==> config.mk <==
export PLATFORM = sky130hd
export DESIGN_NAME = encoder_8to3_hs
export DESIGN_NICKNAME = d
export VERILOG_FILES = /design/src/rtl/encoder_8to3_hs.sv
export SDC_FILE = /design/constraint.sdc
export NUM_CORES = 1
export LEC_CHECK = 0
export BUFFER_PORTS_ARGS = -buffer_cell sky130_fd_sc_hd__buf_2
export CAP_MARGIN = 20
export CORE_UTILIZATION = 52
export DETAILED_ROUTE_END_ITERATION = 7
export GPL_ROUTABILITY_DRIVEN = 0
export PLACE_DENSITY = 0.82
export SYNTH_ARGS = -nofsm -noshare
export SYNTH_HDL_FRONTEND = slang
export SYNTH_SLANG_ARGS = --single-unit
==> constraint.sdc <==
create_clock -name clk -period 3.65 [get_ports clk]
set_clock_uncertainty 0.2 [all_clocks]
set_input_delay 0.73 -clock clk [delete_from_list [all_inputs] [get_ports clk]]
set_output_delay 0.73 -clock clk [all_outputs]
set_load 0.005 [all_outputs]
==> src/rtl/encoder_8to3_hs.sv <==
// Sticky 8-line request collector that presents one pending request at a time
// as a 3-bit index on a valid/ready handshake (fixed priority or round-robin).
module encoder_8to3_hs #(
  parameter bit RR_EN = 1'b0
) (
  input  logic       clk,
  input  logic       rst_n,
  input  logic [7:0] req_in,
  input  logic       clear_in,
  output logic [2:0] enc_out,
  output logic       enc_valid,
  input  logic       enc_ready,
  output logic [7:0] pending,
  output logic       coalesce
);

  localparam logic [0:0] ST_IDLE = 1'b0;
  localparam logic [0:0] ST_HOLD = 1'b1;

  logic [0:0] state_q, state_d;
  logic [2:0] enc_q, enc_d;
  logic [7:0] pending_q, pending_d;
  logic       coalesce_q, coalesce_d;
  logic [2:0] ptr_q, ptr_d;
  logic       accept_s;
  logic [7:0] clr_s;

  // First set bit of vec scanning ptr, ptr+1, ... with 3-bit wrap.
  function automatic logic [2:0] select_idx(input logic [7:0] vec, input logic [2:0] ptr);
    logic [2:0] idx;
    logic       found;
    select_idx = 3'd0;
    found      = 1'b0;
    for (int i = 0; i < 8; i++) begin
      idx = ptr + 3'(i);
      if (!found && vec[idx]) begin
        select_idx = idx;
        found      = 1'b1;
      end
    end
  endfunction

  // Handshake, pending-set update and next presented index.
  always_comb begin
    accept_s   = (state_q == ST_HOLD) && enc_ready;
    clr_s      = accept_s ? (8'd1 << enc_q) : 8'd0;
    pending_d  = (pending_q & ~clr_s) | req_in;
    coalesce_d = |(req_in & pending_q & ~clr_s);
    ptr_d      = ptr_q;
    if (RR_EN && accept_s) begin
      ptr_d = enc_q + 3'd1;
    end else begin
      ptr_d = ptr_q;
    end
    state_d = state_q;
    enc_d   = enc_q;
    case (state_q)
      ST_IDLE: begin
        if (pending_d != 8'd0) begin
          state_d = ST_HOLD;
          enc_d   = select_idx(pending_d, RR_EN ? ptr_d : 3'd0);
        end else begin
          state_d = ST_IDLE;
        end
      end
      ST_HOLD: begin
        if (accept_s && (pending_d != 8'd0)) begin
          state_d = ST_HOLD;
          enc_d   = select_idx(pending_d, RR_EN ? ptr_d : 3'd0);
        end else if (accept_s) begin
          state_d = ST_IDLE;
        end else begin
          state_d = ST_HOLD;
        end
      end
      default: begin
        state_d = ST_IDLE;
        enc_d   = 3'd0;
      end
    endcase
  end

  // State registers; reset beats clear, and clear keeps the round-robin pointer.
  always_ff @(posedge clk) begin
    if (!rst_n) begin
      state_q    <= ST_IDLE;
      enc_q      <= 3'd0;
      pending_q  <= 8'd0;
      coalesce_q <= 1'b0;
      ptr_q      <= 3'd0;
    end else if (clear_in) begin
      state_q    <= ST_IDLE;
      enc_q      <= 3'd0;
      pending_q  <= 8'd0;
      coalesce_q <= 1'b0;
      ptr_q      <= ptr_q;
    end else begin
      state_q    <= state_d;
      enc_q      <= enc_d;
      pending_q  <= pending_d;
      coalesce_q <= coalesce_d;
      ptr_q      <= ptr_d;
    end
  end

  assign enc_out   = enc_q;
  assign enc_valid = state_q;
  assign pending   = pending_q;
  assign coalesce  = coalesce_q;

endmodule

==> flow_metrics.env <==
export IMPL_yosysWarningCount=0
export IMPL_period_share_pct=55.6
export IMPL_cts_max_path_buffers=2
export IMPL_status="finished, final reports clean"
export IMPL_p_comb_share_pct=19.1
export IMPL_cts_clk_slew_worst_paths_ns=0.08
export IMPL_synth_nets=96
export IMPL_slowest_delay_ns=0.37
export IMPL_clkPwrFrac_pct=29.8
export IMPL_ctsHoldBuffers=0
export IMPL_cts_resized=0
export IMPL_cts_made_buffers=3
export IMPL_firstDrtPassIters=4
export IMPL_timing_hold_ws_ns=0.324
export IMPL_cp_end_kind="register"
export IMPL_fin_crit_ns=2.03
export IMPL_cp_buffers_inverters=1
export IMPL_htree_levels=1
export IMPL_crit_family="compound AO/OA/AOI/OAI gates"
export IMPL_switching_power_w=0.0000836
export IMPL_hold_violations=0
export IMPL_finalInstanceArea_um2=906
export IMPL_grt_pass1_wl_um=2670
export IMPL_num_io_pins=25
export IMPL_p_leak_nw=0.398
export IMPL_clock_root_buffer="clkbuf_4"
export IMPL_rows=13
export IMPL_portBuffers=24
export IMPL_drive_gt1_share_pct=34.5
export IMPL_grt_max_degree=12
export IMPL_maxSlewViolCount=0
export IMPL_worst_ir_drop_vdd_mv=0.167
export IMPL_crit_slowest_cell="o31a_1"
export IMPL_coreArea_um2=1330
export IMPL_p_per_area_nw_per_um2=334
export IMPL_clkSinkCount=13
export IMPL_netlist_area_um2=756
export IMPL_path_class="input port to register"
export IMPL_crit_fanout=9
export IMPL_yosys_top_cells_count="dfxtp_1 (13), nor2_1 (13), nand2_1 (7)"
export IMPL_chipHeight_um=40.1
export IMPL_yosysTopAreaCellShare_pct=34.4
export IMPL_drc_errors=0
export IMPL_yosysTopAreaCell="dfxtp_1"
export IMPL_setup_viol=0
export IMPL_clk_latency_ns=0.28
export IMPL_start_util_pct=56.7
export IMPL_pwr_share_seq_pct=51.1
export IMPL_drt_wl_total_um=1740
export IMPL_vias_per_cell=6.11
export IMPL_ys_ff_latch=13
export IMPL_ys_async_sr_fraction_pct=0
export IMPL_postRouteAntennaNets=0
export IMPL_rsz0062_at_grt="no"
export IMPL_grt_pass1_vias=615
export IMPL_grt_overflow_total=0
export IMPL_min_path_type="register to register"
export IMPL_placed_area_um2=880
export IMPL_wl_per_cell_um=13.9
export IMPL_yosysUniqueCellTypes=41
export IMPL_max_freq_ghz=0.493
export IMPL_intPower_w=0.000219
export IMPL_tns_ns=0
export IMPL_syn_to_final_growth_pct=19.9
export IMPL_diodes=0
export IMPL_synth_area_top_cells="dfxtp_1 (34%), nor2_1 (6.5%), nand2_1 (3.5%)"
export IMPL_worstPathArrival_ns=1.99
export IMPL_cp_cell_sequence="buf_2, nand3b_4, o31a_1, and4bb_1, a41o_1, a211oi_2"
export IMPL_grt_usage_pct=25.0
export IMPL_synth_edff_count=0
export IMPL_cap_violations=0
export IMPL_worst_ep_required_time_ns=3.61
export IMPL_dieArea_um2=1610
export IMPL_syn_inst=84
export IMPL_hpwl_um=1320
export IMPL_fillCellCount=123
export IMPL_reg2reg_slack_ns=1.74
export IMPL_die_w_um=40.1
export IMPL_postCtsSetupBuffers=0
export IMPL_p_sw_share_pct=27.7
export IMPL_relSlewSlack_pct=69.7
export IMPL_route_vias_total=764
export IMPL_drt_iter0_drc=29
export IMPL_cts_tree="done"
export IMPL_synth_main_ff_cell="dfxtp_1"
export IMPL_yosysSeqAreaShare_pct=34.4
export IMPL_syn_avg_cell_area_um2=9.00
export IMPL_worst_pin_slew_ns=0.454
export IMPL_cp_start_kind="input port"
export IMPL_fin_nets=123
export IMPL_grt_antenna_before_repair=0
==> worst paths after layout <==
path | startpoint | cells after the start | to
max reg2reg | enc_valid | 5 | enc_out[1]
max | enc_ready | 6 | enc_out[1]
min reg2reg | enc_out[1] | 2 | enc_out[1]
min | enc_out[1] | 2 | enc_out[1]
==> worst min-delay path, cell delays in order (launching register included) <==
cell,delay (ns)
dfxtp_1,0.35
inv_1,0.07
a211oi_2,0.06
==> layer usage <==
layer	vias to the layer above	part of all wire, %	global-route usage, %
li1	373	-	-
met1	349	45	32.3
met2	35	45	38.3
met3	7	7.0	5.56
met4	0	2.8	12.9
met5	-	0	0
==> flip-flops by register name, summed over array words and instances, names as in the netlist <==
signal / count
enc_out: 3
coalesce: 1
pending: 8
enc_valid: 1
==> power by group through the flow <==
stage	clock [W]	combinational (W)	sequential [W]
final	0.0000900	0.0000577	0.000154
after global routing	0.0000985	0.0000636	0.000156
after global placement	0	0.0000561	0.000157
after floorplan	0	0.0000356	0.000158
after CTS	0.0000916	0.0000574	0.000154
after detailed placement	0	0.0000570	0.000158
==> cell families after synthesis <==
kind of cell / synth area share (%)
AOI/OAI and AO/OA: 31.3
and+or+nand+nor: 31.8
buffers and inverters: 2.48
DFF: 34.4
==> placed cells by master (no fill, tap or decap), types with 2 or more instances in the layout <==
| cell | netlist | final |
|---|---|---|
| o31ai_2 | 2 | 2 |
| or2_2 | 3 | 3 |
| buf_2 | 0 | 24 |
| o211ai_1 | 2 | 2 |
| nor2_1 | 13 | 13 |
| clkbuf_4 | 0 | 3 |
| nand2b_1 | 2 | 2 |
| dfxtp_1 | 13 | 13 |
| o22ai_1 | 2 | 2 |
| a21oi_1 | 3 | 3 |
| nor2b_1 | 2 | 2 |
| or3_1 | 3 | 3 |
| nand2_1 | 7 | 7 |
| and2_1 | 2 | 2 |
| o21a_1 | 2 | 2 |
==> per-stage QoR <==
| stage | std cells | power, W | util, % | setup WS, ns |
|---|---|---|---|---|
| 3_3_place_gp | 121 | 0.000214 | 65.9 | 1.37 |
| 5_1_grt | 125 | 0.000318 | 67.9 | 1.58 |
| 3_5_place_dp | 121 | 0.000215 | 65.9 | 1.33 |
| 6_report | 125 | 0.000302 | 67.9 | 1.62 |
| 4_1_cts | 125 | 0.000303 | 67.9 | 1.63 |
| 2_1_floorplan | 84 | 0.000193 | - | 1.63 |
==> cell type report <==
class / instances / area (µm²) / area share [%]
inverter: 1 / 3.75 / 0.414
clock buffer: 4 / 26.3 / 2.90
timing repair buffer: 24 / 120 / 13.3
tap: 15 / 18.8 / 2.07
sequential: 13 / 260 / 28.7
multi-input combinational: 68 / 477 / 52.6
(Power assumes the default switching activity.)
